[config.mk]
export PLATFORM = sky130hd
export DESIGN_NAME = cache_plru_engine
export DESIGN_NICKNAME = d
export VERILOG_FILES = /design/src/rtl/cache_plru_pkg.sv /design/src/rtl/cache_plru_tree.sv /design/src/rtl/cache_plru_engine.sv
export SDC_FILE = /design/constraint.sdc
export NUM_CORES = 1
export LEC_CHECK = 0
export CAP_MARGIN = 5
export CORE_AREA = 2 2 212 214
export DETAILED_ROUTE_END_ITERATION = 16
export DIE_AREA = 0 0 214 216
export HOLD_SLACK_MARGIN = 0.05
export PLACE_DENSITY = 0.65
export RECOVER_POWER = 100
export SLEW_MARGIN = 20
export SYNTH_ARGS = -nofsm -noshare
export SYNTH_HDL_FRONTEND = slang
export SYNTH_SLANG_ARGS = --single-unit
[constraint.sdc]
create_clock -name clk -period 7.9 [get_ports clk]
set_input_delay 1.185 -clock clk [delete_from_list [all_inputs] [get_ports clk]]
set_output_delay 1.185 -clock clk [all_outputs]
set_load 0.05 [all_outputs]
[src/rtl/cache_plru_pkg.sv]
// Shared types and tree pseudo-LRU helpers for the PLRU engine.
// Helpers work on the widest supported tree (64 ways) and take the tree depth as an argument.
package cache_plru_pkg;

    localparam int MAX_LEVELS = 6;
    localparam int MAX_BITS   = 63;

    typedef logic [MAX_BITS-1:0]   plru_bits_t;
    typedef logic [MAX_LEVELS-1:0] plru_way_t;

    typedef enum logic {INIT, RUN} plru_state_e;

    // Walk the path of 'way' from the root; each node is set away from (promote) or toward (demote) it.
    function automatic plru_bits_t plru_update(input plru_bits_t bits, input plru_way_t way,
                                               input int levels, input logic demote);
        plru_bits_t nb;
        plru_way_t  wa;
        logic [6:0] node;
        logic       dir;
        nb   = bits;
        wa   = way << (MAX_LEVELS - levels);
        node = '0;
        for (int l = 0; l < MAX_LEVELS; l++) begin
            if (l < levels) begin
                dir             = wa[MAX_LEVELS-1];
                nb[node[5:0]]   = demote ? dir : ~dir;
                node            = 7'(2 * node + 1 + dir);
                wa              = wa << 1;
            end
        end
        return nb;
    endfunction

    function automatic plru_bits_t plru_promote(input plru_bits_t bits, input plru_way_t way,
                                                input int levels);
        return plru_update(bits, way, levels, 1'b0);
    endfunction

    function automatic plru_bits_t plru_demote(input plru_bits_t bits, input plru_way_t way,
                                               input int levels);
        return plru_update(bits, way, levels, 1'b1);
    endfunction

    function automatic plru_way_t plru_victim(input plru_bits_t bits, input int levels);
        plru_way_t  way;
        logic [6:0] node;
        logic       dir;
        way  = '0;
        node = '0;
        for (int l = 0; l < MAX_LEVELS; l++) begin
            if (l < levels) begin
                dir  = bits[node[5:0]];
                way  = {way[MAX_LEVELS-2:0], dir};
                node = 7'(2 * node + 1 + dir);
            end
        end
        return way;
    endfunction

endpackage

[src/rtl/cache_plru_tree.sv]
// Combinational per-set PLRU logic: next tree bits for a touch, and the victim of the given bits.
module cache_plru_tree
    import cache_plru_pkg::*;
#(
    parameter  int WAYS  = 8,
    localparam int WAY_W = $clog2(WAYS),
    localparam int BW    = WAYS - 1
) (
    input  logic [BW-1:0]    bits,
    input  logic [WAY_W-1:0] way,
    input  logic             demote,
    output logic [BW-1:0]    new_bits,
    output logic [WAY_W-1:0] victim
);

    assign new_bits = BW'(demote ? plru_demote(plru_bits_t'(bits), plru_way_t'(way), WAY_W)
                                 : plru_promote(plru_bits_t'(bits), plru_way_t'(way), WAY_W));

    assign victim = WAY_W'(plru_victim(plru_bits_t'(bits), WAY_W));

endmodule

[src/rtl/cache_plru_engine.sv]
// Multi-set tree-PLRU state engine: clearing sweep, promote/demote updates, registered victim queries.
// state | meaning
// INIT  | sweeping all-zero tree bits into one set per cycle, traffic ignored
// RUN   | array valid, accesses and victim queries accepted
module cache_plru_engine
    import cache_plru_pkg::*;
#(
    parameter  int WAYS     = 8,
    parameter  int NUM_SETS = 64,
    localparam int WAY_W    = $clog2(WAYS),
    localparam int SET_W    = $clog2(NUM_SETS)
) (
    input  logic             clk,
    input  logic             rst_n,
    input  logic             flush_req,
    output logic             init_done,
    input  logic             acc_valid,
    output logic             acc_ready,
    input  logic [SET_W-1:0] acc_set,
    input  logic [WAY_W-1:0] acc_way,
    input  logic             acc_demote,
    input  logic             vic_req,
    input  logic [SET_W-1:0] vic_set,
    output logic             vic_valid,
    output logic [WAY_W-1:0] vic_way
);

    localparam int BW = WAYS - 1;

    logic [BW-1:0]    plru_mem [NUM_SETS];
    plru_state_e      state, next_state;
    logic [SET_W-1:0] sweep_cnt, next_cnt;

    logic             acc_fire, vic_fire;
    logic [BW-1:0]    upd_bits, q_bits;
    logic [WAY_W-1:0] q_victim;
    logic [WAY_W-1:0] upd_victim_unused;
    logic [BW-1:0]    q_new_bits_unused;

    assign init_done = (state == RUN);
    assign acc_ready = init_done;
    assign acc_fire  = acc_valid & init_done & ~flush_req;
    assign vic_fire  = vic_req & init_done & ~flush_req;

    always_ff @(posedge clk or negedge rst_n) begin
        if (!rst_n) begin
            state     <= INIT;
            sweep_cnt <= '0;
        end else begin
            state     <= next_state;
            sweep_cnt <= next_cnt;
        end
    end

    always_comb begin
        next_state = state;
        next_cnt   = sweep_cnt;
        if (flush_req) begin
            next_state = INIT;
            next_cnt   = '0;
        end else if (state == INIT) begin
            if (sweep_cnt == SET_W'(NUM_SETS - 1)) next_state = RUN;
            next_cnt = sweep_cnt + 1'b1;
        end
    end

    cache_plru_tree #(.WAYS(WAYS)) u_upd_tree (
        .bits     (plru_mem[acc_set]),
        .way      (acc_way),
        .demote   (acc_demote),
        .new_bits (upd_bits),
        .victim   (upd_victim_unused)
    );

    // Same-set access in the query cycle: the victim reflects the bits being written this cycle.
    assign q_bits = (acc_fire && (acc_set == vic_set)) ? upd_bits : plru_mem[vic_set];

    cache_plru_tree #(.WAYS(WAYS)) u_query_tree (
        .bits     (q_bits),
        .way      ('0),
        .demote   (1'b0),
        .new_bits (q_new_bits_unused),
        .victim   (q_victim)
    );

    // The array has no reset; the INIT sweep is the only thing that clears it.
    always_ff @(posedge clk) begin
        if (state == INIT) begin
            plru_mem[sweep_cnt] <= '0;
        end else if (acc_fire) begin
            plru_mem[acc_set] <= upd_bits;
        end
    end

    always_ff @(posedge clk or negedge rst_n) begin
        if (!rst_n) begin
            vic_valid <= 1'b0;
            vic_way   <= '0;
        end else begin
            vic_valid <= vic_fire;
            if (vic_fire) vic_way <= q_victim;
        end
    end

endmodule

==> PnR_summary.wiki, run 1 <==
{| class="wikitable"
! Metric !! Value
|-
| Proportion of synthesized chip area in sequential cells || a little over three fifths
|-
| Synthesized netlist net count || around 1300
|-
| Commonest register cell after synthesis || edfxtp_1
|-
| # Max-Cap Violations || 5
|-
| Post-synth EDFFs || 448
|-
| Post-route DRC || 0
|-
| Number of standard cells in the final layout excluding fillers || 1889
|-
| Total global routing track utilization || between 20 and 30%
|-
| Via Count || 12900
|-
| Synth cell types || between 60 and 70
|-
| Nets || 1285
|-
| Post-CTS setup repair buffer count || 0
|-
| Die X-Extent || 214 um
|-
| Clock tree from TritonCTS || done
|-
| Endpoints failing hold || 0
|-
| HPWL after detailed placement || between 40000 and 50000 um
|-
| Die Y || 216 um
|-
| Gate count of the mapped netlist || roughly 1200
|-
| Synthesized area per cell || 17.4 um2
|-
| Category of the critical setup timing path || in -> reg
|-
| Number of hold buffers added after cts || 0
|-
| Pin count of the biggest net entering global routing || between 90 and 100
|-
| Internal cell power || about 4 mW
|-
| Slew Viols, Final || 207
|-
| Required @ worst endpoint || between 8 and 9 ns
|-
| Type of the most critical hold path || reg -> reg
|-
| Worst-case clock skew || 0.0322 ns
|-
| Fraction of layout cells with a size suffix above 1 || between 20% and 30%
|-
| Post-Syn Area || around 0.022 mm2
|-
| Run status || complete, but fails checks
|-
| Fraction of registers with async set or reset after synthesis || under 10%
|-
| CP Data Arrival Time || ~6.4 ns
|-
| Capturing element type of the critical path || flip-flop
|-
| Worst voltage drop across the vdd grid || around 0.00016 V
|-
| Final antenna diode count || 0
|-
| Standby leakage power || between 8 and 9 nW
|-
| Die footprint || between 0.04 and 0.05 mm2
|-
| Setup violators final || 0
|-
| Clock transition at the registers of the reported paths || approximately 0.060 ns
|-
| Placeable core region || ~0.044 mm2
|-
| Latest clock arrival within the worst-skew pair || roughly 0.6 ns
|-
| Post-detailed-route count of antenna-violating nets || 0
|-
| Aggregate negative setup slack || 0 ns
|-
| Post-cts repair resize count || 0
|-
| Net switching power || between 1 and 1.5 mW
|-
| Layout Cell Area excl Fill || approximately 0.024 mm2
|-
| Synth-to-layout area growth || 10.2%
|-
| Violated checks || max-capacitance violations, max-slew violations
|-
| Standard cell area after detailed placement || between 0.02 and 0.025 mm2
|-
| Design Power || 5.17 mW
|-
| Initial cell density of the core || 49.5%
|-
| First-pass iteration count of the detailed router || 8
|-
| Ratio of routed vias to standard cells || 6.85
|-
| Std-Cell Rows || 77
|-
| Global-route wire length before repair || just over 90000 um
|-
| Switching fraction of total power || 22.4%
|-
| Relative max-transition margin || -107%
|-
| Vias in the first global route || ~13000
|-
| Fin Hold WS || approximately 0.48 ns
|-
| Part of the power in combinational logic || 6.9%
|-
| Ports || 27
|-
| Total Routed Length || about 64000 um
|-
| Clock network fraction of total power || 41.7%
|-
| Final clock period utilization by the worst path || about three quarters
|-
| Remaining Overflow, GRT || 0
|-
| Slew at the pin closest to its max-slew limit || around 3.1 ns
|-
| DR WL/cell || about 34 um
|-
| Drt first-iter violations || roughly 1800
|-
| Routability cong. || roughly 0.98
|-
| Proportion of power drawn by flip-flops and latches || about half
|-
| Final min period || between 6 and 7 ns
|-
| Maximum fanout encountered on the critical timing path || 33
|-
| Startpoint class of the critical path || input port
|-
| H-tree levels || 2
|-
| Number of cells on the worst hold path || 2
|-
| Yosys Warn Count || 0
|-
| Highest attainable clock frequency || around 170 MHz
|-
| Master cell of the clock root buffer || clkbuf_16
|-
| CTS Sinks || roughly 460
|-
| Antenna violations before repair || 1
|-
| Total power divided by cell area || 216 mW/mm2
|-
| Cell depth of the worst flop-to-flop path || 4
|-
| Number of buffers inserted during clock tree synthesis || between 40 and 50
|-
| Number of port buffers || 26
|-
| Placed Instances || between 1500 and 2000
|-
| Setup repair after global routing missed its margin || no
|-
| Number of buffers between clock root and the deepest sink || 3
|-
| Total of flip-flops plus latches after synthesis || 459
|}
## cell type report
cell class	count	area [um2]
Fill cell	3437	19900
Sequential cell	459	13700
Multi-Input combinational cell	695	7490
Clock buffer	66	1350
Tap cell	592	741
Timing Repair Buffer	50	455
Clock inverter	19	126
Inverter	8	30.0
## power groups by stage
stage / combinational (mW) / clock [mW] / sequential, mW
6_report: 0.359 / 2.15 / 2.66
4_1_cts: 0.356 / 2.18 / 2.66
2_1_floorplan: 0.236 / 0 / 2.71
5_1_grt: 0.376 / 2.28 / 2.66
3_5_place_dp: 0.355 / 0 / 2.71
3_3_place_gp: 0.355 / 0 / 2.71
## synth_stat cells, drive strengths merged (3+ instances only)
library cell | n | share of area [%]
o221ai | 8 | 0.32
a311oi | 3 | 0.12
o22ai | 9 | 0.26
nor4 | 4 | 0.12
nor2 | 102 | 1.8
mux4 | 192 | 20
nor2b | 21 | 0.61
nand2 | 56 | 0.97
a211oi | 4 | 0.14
and2 | 9 | 0.26
xnor2 | 4 | 0.16
or3 | 4 | 0.12
clkbuf | 26 | 0.45
a31oi | 3 | 0.086
mux2 | 17 | 0.88
inv | 6 | 0.10
o21ai | 22 | 0.51
and3 | 5 | 0.14
a221o | 3 | 0.14
nand3 | 24 | 0.55
nand4 | 7 | 0.20
nor3 | 15 | 0.35
o21a | 4 | 0.14
xor2 | 9 | 0.36
buf | 61 | 1.8
a21oi | 23 | 0.53
a22oi | 33 | 1.1
edfxtp | 448 | 62
dfrtp | 11 | 1.3
a22o | 5 | 0.20
mux2i | 49 | 2.3
or4 | 4 | 0.14
or2 | 3 | 0.086
nand2b | 12 | 0.35
a2111oi | 5 | 0.20
o31ai | 4 | 0.14
## cells by family (layout without fill, tap and decap cells)
family | count (synthesis) | count (layout) | synth area share [%]
multiplexers | 258 | 258 | 23.1
adder cells (fa/ha/maj) | 1 | 1 | 0.0576
buffers and inverters | 95 | 143 | 2.35
flip-flops | 459 | 459 | 63.2
AND/OR/NAND/NOR | 275 | 275 | 5.99
AO/OA/AOI/OAI | 148 | 148 | 4.79
XOR/XNOR | 13 | 13 | 0.524
## per-layer routing
metal,GRT usage [%],share of wire (%)
met3,5.37,9.7
met1,40.8,40
met2,44.1,47
met5,0,0.020
met4,8.53,3.0
## final timing paths
check / slack, ns / from / to
max: 1.85 / acc_set[3] / plru_mem[20][6]
min: 0.48 / vic_way[2] / vic_way[2]
max reg2reg: 3.38 / acc_ready / plru_mem[20][6]
min reg2reg: 0.48 / vic_way[2] / vic_way[2]
max in group asynchronous: 6.54 / rst_n / acc_ready
min in group asynchronous: 0.99 / rst_n / vic_way[0]
## state kept, by name (all words and copies together), names as in the netlist
signal	cells
plru_mem	448
vic_way	3
acc_ready	1
vic_valid	1
sweep_cnt	6
## stage by stage
step | worst slack [ns] | util [%]
after floorplan | 2.85 | -
after global placement | 2.59 | 51.3
after detailed placement | 2.59 | 51.3
after CTS | 3.18 | 54.7
after global routing | 1.47 | 54.6
final | 1.85 | 54.6
## worst max-delay path, cell delays in order
cell and delay (ns):
clkdlybuf4s50_1 0.87, nor2b_1 1.08, nand2_1 0.10, nand4b_1 0.20
nand4_1 0.16, a21oi_1 2.12, buf_4 0.64
## placed cells by master (no fill, tap or decap), types with 11 or more instances in the layout
cell             instances
buf_4                   21
a22oi_1                 33
nor3_1                  15
mux2_2                  16
nand3_1                 24
mux2i_1                 49
nor2b_1                 21
clkdlybuf4s50_1         12
nor2_1                  99
dfrtp_1                 11
a21oi_1                 23
clkbuf_1                14
edfxtp_1               448
nand2_1                 56
mux4_2                 192
clkbuf_16               51
o21ai_0                 19
nand2b_1                12
(Power assumes the default switching activity.)
==> run 2, diff against run 1 <==
PLACE_DENSITY = 0.68   (was 0.65)
clock period = 5.4 ns   (was 7.9 ns; I/O delays follow)
==> run 2 against run 1 <==
Net effect: global-route usage shrank 0.079 points; critical endpoint is now plru_mem[53][6]; design area grew 0.71%; via count grew 1.2%; critical path depth grew 3; utilization grew 0.39 points; worst hold slack gained 0.0042 ns; sequential power grew 46%; the flow still finishes with violations (max-capacitance violations, max-slew violations).
==> PnR_summary.wiki, run 2 (synthesis results as in run 1) <==
{| class="wikitable"
! Metric !! Value
|-
| Worst voltage drop across the vdd grid || between 0.0002 and 0.00025 V
|-
| Post-cts repair resize count || 0
|-
| Routability cong. || around 1
|-
| Slew at the pin closest to its max-slew limit || between 2 and 2.5 ns
|-
| Slew Viols, Final || around 90
|-
| Number of port buffers || 26
|-
| Clock transition at the registers of the reported paths || about 0.06 ns
|-
| Die Y || around 220 um
|-
| Drt first-iter violations || between 1500 and 2000
|-
| Remaining Overflow, GRT || 0
|-
| Number of buffers between clock root and the deepest sink || 3
|-
| Latest clock arrival within the worst-skew pair || around 0.59 ns
|-
| Vias in the first global route || 13000
|-
| Type of the most critical hold path || reg -> reg
|-
| Worst setup path endpoint || plru_mem[53][6]
|-
| Fin Hold WS || just under 0.5 ns
|-
| Clock tree from TritonCTS || done
|-
| Setup violators final || 0
|-
| Global-route wire length before repair || 92800 um
|-
| Ports || 27
|-
| Total Routed Length || 63700 um
|-
| Startpoint class of the critical path || input port
|-
| Initial cell density of the core || 49.5%
|-
| Final clock period utilization by the worst path || 81.8%
|-
| Via Count || ~13000
|-
| Post-route DRC || 0
|-
| Max reg flops || around 450
|-
| Worst-case clock skew || 0.0233 ns
|-
| Launch point of the worst reg-to-reg path || acc_ready
|-
| Violated checks || max-capacitance violations, max-slew violations
|-
| Largest registers || plru_mem: 448 flops, sweep_cnt: 6 flops, vic_way: 3 flops
|-
| Fraction of layout cells with a size suffix above 1 || 24.9%
|-
| Setup repair after global routing missed its margin || no
|-
| Pin count of the biggest net entering global routing || 84
|-
| Standard cell area after detailed placement || between 0.02 and 0.025 mm2
|-
| Count of filler cells inserted in the layout || between 3000 and 4000
|-
| Design Power || ~7.6 mW
|-
| Layout Cell Area excl Fill || 0.0241 mm2
|-
| Capturing element type of the critical path || flip-flop
|-
| Number of buffers inserted during clock tree synthesis || between 40 and 50
|-
| Antenna violations before repair || 3
|-
| Total power divided by cell area || about 320 mW/mm2
|-
| Sequential cell area || 0.0137 mm2
|-
| Relative max-transition margin || -46.4%
|-
| Post-detailed-route count of antenna-violating nets || 0
|-
| Startpoint of the worst setup timing path || acc_set[2]
|-
| H-tree levels || 2
|-
| Placeable core region || 0.0438 mm2
|-
| Category of the critical setup timing path || in -> reg
|-
| CP Data Arrival Time || 4.72 ns
|-
| CTS Sinks || 459
|-
| Biggest register || plru_mem
|-
| Number of hold buffers added after cts || 0
|-
| Area of the multi-input gates || approximately 0.0075 mm2
|-
| Endpoints failing hold || 0
|-
| Ratio of routed vias to standard cells || roughly 7
|-
| Nets || 1307
|-
| Std-Cell Rows || 77
|-
| Post-CTS setup repair buffer count || 0
|-
| Endpoint of the lowest-slack register-to-register path || plru_mem[23][0]
|-
| First-pass iteration count of the detailed router || 5
|-
| Maximum fanout encountered on the critical timing path || between 40 and 50
|-
| Die X-Extent || around 210 um
|-
| Cell depth of the worst flop-to-flop path || 4
|-
| Synth-to-layout area growth || 11.0%
|-
| # Max-Cap Violations || 3
|-
| Aggregate negative setup slack || 0 ns
|-
| Final min period || 4.42 ns
|-
| Standby leakage power || approximately 8.4 nW
|-
| Die footprint || 0.0462 mm2
|-
| Run status || complete, but fails checks
|-
| Highest-count cells in the layout ignoring fill and taps || edfxtp_1, mux4_2, nor2_1
|-
| Required @ worst endpoint || between 5 and 6 ns
|-
| Total global routing track utilization || between 20% and 30%
|-
| Master cell of the clock root buffer || clkbuf_16
|-
| DR WL/cell || 33.3 um
|-
| Most common cell after layout, fill and taps aside || edfxtp_1
|-
| Slack of the worst reg-to-reg path || approximately 1.7 ns
|-
| HPWL after detailed placement || 42500 um
|-
| Highest attainable clock frequency || 226 MHz
|}
run 2: through the flow:
step / instances / util, % / setup slack, ns
2_1_floorplan: 1249 / - / 0.720
3_3_place_gp: 1828 / 51.7 / 1.04
3_5_place_dp: 1828 / 51.7 / 0.987
4_1_cts: 1911 / 55.1 / 1.58
5_1_grt: 1911 / 55.0 / 0.716
6_report: 1912 / 55.0 / 0.982
run 2: how the worst min path moves through the flow:
stage	start	to	slack [ns]	cells after the start
after CTS	vic_way[2]	vic_way[2]	0.50	2
after global routing	vic_way[2]	vic_way[2]	0.54	2
after detailed placement	vic_way[2]	vic_way[2]	0.48	2
final	vic_way[2]	vic_way[2]	0.49	2
after floorplan	rst_n	acc_ready	0.51	0
after global placement	vic_way[2]	vic_way[2]	0.47	2
run 2: worst max-delay path: stages:
cell and delay (ns):
dlygate4sd3_1 0.65, buf_4 0.35, clkinv_1 0.26, buf_4 0.23, nand2_1 0.08, o311ai_0 0.13, o21ai_0 0.29, nand4_1 0.19
a21oi_1 1.03, buf_4 0.62
run 2: area by class of cell:
cell class | count | area share (%)
diodes | 1 | 0.0104
clock buffers | 52 | 4.96
clock inverters | 31 | 1.20
inverters | 8 | 0.125
multi-input cells | 695 | 31.1
flip-flops and latches | 459 | 57.0
well taps | 592 | 3.07
repair buffers | 74 | 2.54
run 2: power breakdown:
part	switching (mW)	internal [mW]	total [mW]	leakage (nW)
registers	0.0126	3.87	3.89	4.98
clock network	1.38	1.83	3.21	0.712
logic	0.333	0.207	0.539	2.71
total	1.72	5.91	7.63	8.39
run 2: per-layer routing:
layer / share of wire, % / GRT usage (%) / vias to the layer above
met5: 0.055 / 0.104 / -
met4: 5.8 / 15.1 / 6
met3: 10 / 7.84 / 189
met2: 45 / 42.0 / 811
met1: 39 / 37.9 / 6827
li1: - / - / 5256
==> run 3, diff against run 2 <==
PLACE_DENSITY = 0.65   (was 0.68)
clock period = 4.1 ns   (was 5.4 ns; I/O delays follow)
==> run 3 against run 2 <==
Net effect: the run still ends with max-capacitance violations, max-slew violations left; via count up 3.3%; wire length is 3.7% higher; combinational power is 42% higher; utilization grew 1.7 points; sequential share of layout area fell by 1.7 points; cell count increased by 5.7%; design area increased by 3.0%; highest routed layer unchanged.
==> PnR_summary.wiki, run 3 (synthesis results as in run 1) <==
{| class="wikitable"
! Metric !! Value
|-
| HPWL after detailed placement || between 40000 and 50000 um
|-
| Antenna violations before repair || 1
|-
| Total Routed Length || between 60000 and 70000 um
|-
| Standby leakage power || just under 9 nW
|-
| Latest clock arrival within the worst-skew pair || just under 0.6 ns
|-
| Number of buffers inserted during clock tree synthesis || 48
|-
| # Max-Cap Violations || 1
|-
| Number of standard cells in the final layout excluding fillers || 2021
|-
| CP Depth || 7
|-
| Post-detailed-route count of antenna-violating nets || 0
|-
| Die footprint || about 0.046 mm2
|-
| Ratio of routed vias to standard cells || around 6.7
|-
| Cell depth of the worst flop-to-flop path || 8
|-
| Master cell of the clock root buffer || clkbuf_16
|-
| Capturing element type of the critical path || flip-flop
|-
| Largest incremental delay on the critical path || approximately 0.85 ns
|-
| Initial cell density of the core || between 40% and 50%
|-
| Std-Cell Rows || between 70 and 80
|-
| Required @ worst endpoint || 4.31 ns
|-
| Placed Instances || around 1900
|-
| Aggregate negative setup slack || 0 ns
|-
| Slack of the worst reg-to-reg path || between 0.6 and 0.7 ns
|-
| Number of hold buffers added after cts || 0
|-
| H-tree levels || 2
|-
| Type of the most critical hold path || in -> async
|-
| Setup violators final || 0
|-
| Clock network fraction of total power || a little over two fifths
|-
| Nets || about 1400
|-
| Fraction of layout cells with a size suffix above 1 || a little over a quarter
|-
| Layout Cell Area excl Fill || ~0.025 mm2
|-
| Ports || 27
|-
| Sequential cell area || approximately 0.014 mm2
|-
| Total global routing track utilization || about 29%
|-
| Die X-Extent || ~210 um
|-
| First-pass iteration count of the detailed router || 5
|-
| Highest-count cells in the layout ignoring fill and taps || edfxtp_1, mux4_2, nor2_1
|-
| Post-route DRC || 0
|-
| Slew at the pin closest to its max-slew limit || ~1.8 ns
|-
| Area of the multi-input gates || 0.00750 mm2
|-
| Largest registers || plru_mem: 448 flops, sweep_cnt: 6 flops, vic_way: 3 flops
|-
| Run status || complete, but fails checks
|-
| Net switching power || 2.27 mW
|-
| Endpoints failing hold || 0
|-
| Part of the power in combinational logic || ~7.5%
|-
| Category of the critical setup timing path || in -> reg
|-
| Clock tree from TritonCTS || done
|-
| Total power divided by cell area || 411 mW/mm2
|-
| Startpoint of the worst setup timing path || flush_req
|-
| Vias in the first global route || 13300
|-
| Proportion of power drawn by flip-flops and latches || approximately half
|-
| Final antenna diode count || 0
|-
| Synth-to-layout area growth || 14.4%
|-
| Max reg flops || around 450
|-
| Die Y || 216 um
|-
| Pin count of the biggest net entering global routing || 65
|-
| CTS Sinks || approximately 460
|-
| CP Data Arrival Time || around 3.8 ns
|-
| Worst-case clock skew || roughly 0.022 ns
|-
| Critical path's slowest cell || o31ai_1
|-
| Worst voltage drop across the vdd grid || 0.000287 V
|-
| Biggest register || plru_mem
|-
| Cells along the critical path || dlygate4sd3_1 -> nor2b_1 -> and2_0 -> o31ai_1 -> nand2_1 -> nor2_1 -> clkbuf_1
|-
| Drt first-iter violations || 1838
|-
| Number of buffers between clock root and the deepest sink || 3
|-
| Via Count || around 14000
|-
| Launch point of the worst reg-to-reg path || acc_ready
|-
| Highest attainable clock frequency || 278 MHz
|-
| Worst setup path endpoint || plru_mem[53][6]
|-
| Final min period || ~3.6 ns
|-
| DR WL/cell || between 30 and 40 um
|-
| Routability cong. || about 1
|-
| Post-cts repair resize count || 0
|-
| Internal cell power || ~7.9 mW
|-
| Post-CTS setup repair buffer count || 0
|-
| Violated checks || max-capacitance violations, max-slew violations
|-
| Switching fraction of total power || ~22%
|-
| Most common cell after layout, fill and taps aside || edfxtp_1
|-
| Setup repair after global routing missed its margin || no
|-
| Final clock period utilization by the worst path || between 80 and 90%
|-
| Startpoint class of the critical path || input port
|-
| Fin Hold WS || approximately 0.43 ns
|-
| Count of filler cells inserted in the layout || roughly 3400
|-
| Placeable core region || around 0.044 mm2
|-
| Standard cell area after detailed placement || around 0.024 mm2
|-
| Global-route wire length before repair || 94800 um
|-
| Slew Viols, Final || 41
|-
| Top cell family by delay on the critical path || buffers and inverters
|-
| Count of buffer and inverter cells on the critical path || 2
|-
| Relative max-transition margin || -22.5%
|-
| Endpoint of the lowest-slack register-to-register path || plru_mem[2][5]
|-
| Design Power || ~10 mW
|-
| Number of port buffers || 26
|-
| Maximum fanout encountered on the critical timing path || 12
|-
| Remaining Overflow, GRT || 0
|-
| Clock transition at the registers of the reported paths || roughly 0.070 ns
|}
-- run 3: changes by cell type in the layout (fill, tap and decap cells not counted), moves of 2 or more --
| cell | before | now |
|---|---|---|
| clkbuf_16 | 47 | 49 |
| clkbuf_1 | 15 | 68 |
| buf_12 | 3 | 9 |
| clkbuf_2 | 0 | 4 |
| buf_4 | 35 | 83 |
| clkinvlp_4 | 6 | 2 |
-- run 3: cell type report --
cell class,count,share of cell area [%]
Timing Repair Buffer,181,5.22
Multi-Input combinational cell,695,30.2
Tap cell,592,2.98
Sequential cell,459,55.3
Clock inverter,27,1.06
Inverter,8,0.121
Clock buffer,59,5.13
-- run 3: worst min-delay path by stage --
stage | endpoint | slack, ns | cells after the start
2_1_floorplan | acc_ready | 0.32 | 0
3_3_place_gp | vic_way[2] | 0.46 | 2
3_5_place_dp | vic_way[2] | 0.48 | 2
4_1_cts | vic_way[2] | 0.36 | 1
5_1_grt | acc_ready | 0.48 | 1
6_report | vic_way[2] | 0.43 | 1
-- run 3: per-stage QoR --
stage	util, %	setup slack [ns]
final	56.6	0.497
after floorplan	-	0.0177
after global placement	53.7	0.247
after detailed placement	53.7	0.396
after global routing	56.6	0.379
after CTS	57.2	1.01
-- run 3: power by group through the flow --
stage | clock network (mW) | logic (mW) | registers, mW
floorplan | 0 | 0.457 | 5.22
global placement | 0 | 0.762 | 5.22
detailed placement | 0 | 0.760 | 5.22
CTS | 4.38 | 0.764 | 5.12
global route | 4.54 | 0.793 | 5.12
finish | 4.32 | 0.763 | 5.12
-- run 3: per-layer routing --
metal | global-route usage (%) | vias to the layer above | share of wire [%]
met5 | 0 | - | 0.020
met4 | 13.8 | 2 | 4.9
met3 | 5.99 | 174 | 11
met2 | 44.3 | 844 | 46
met1 | 40.2 | 7011 | 38
li1 | - | 5484 | -
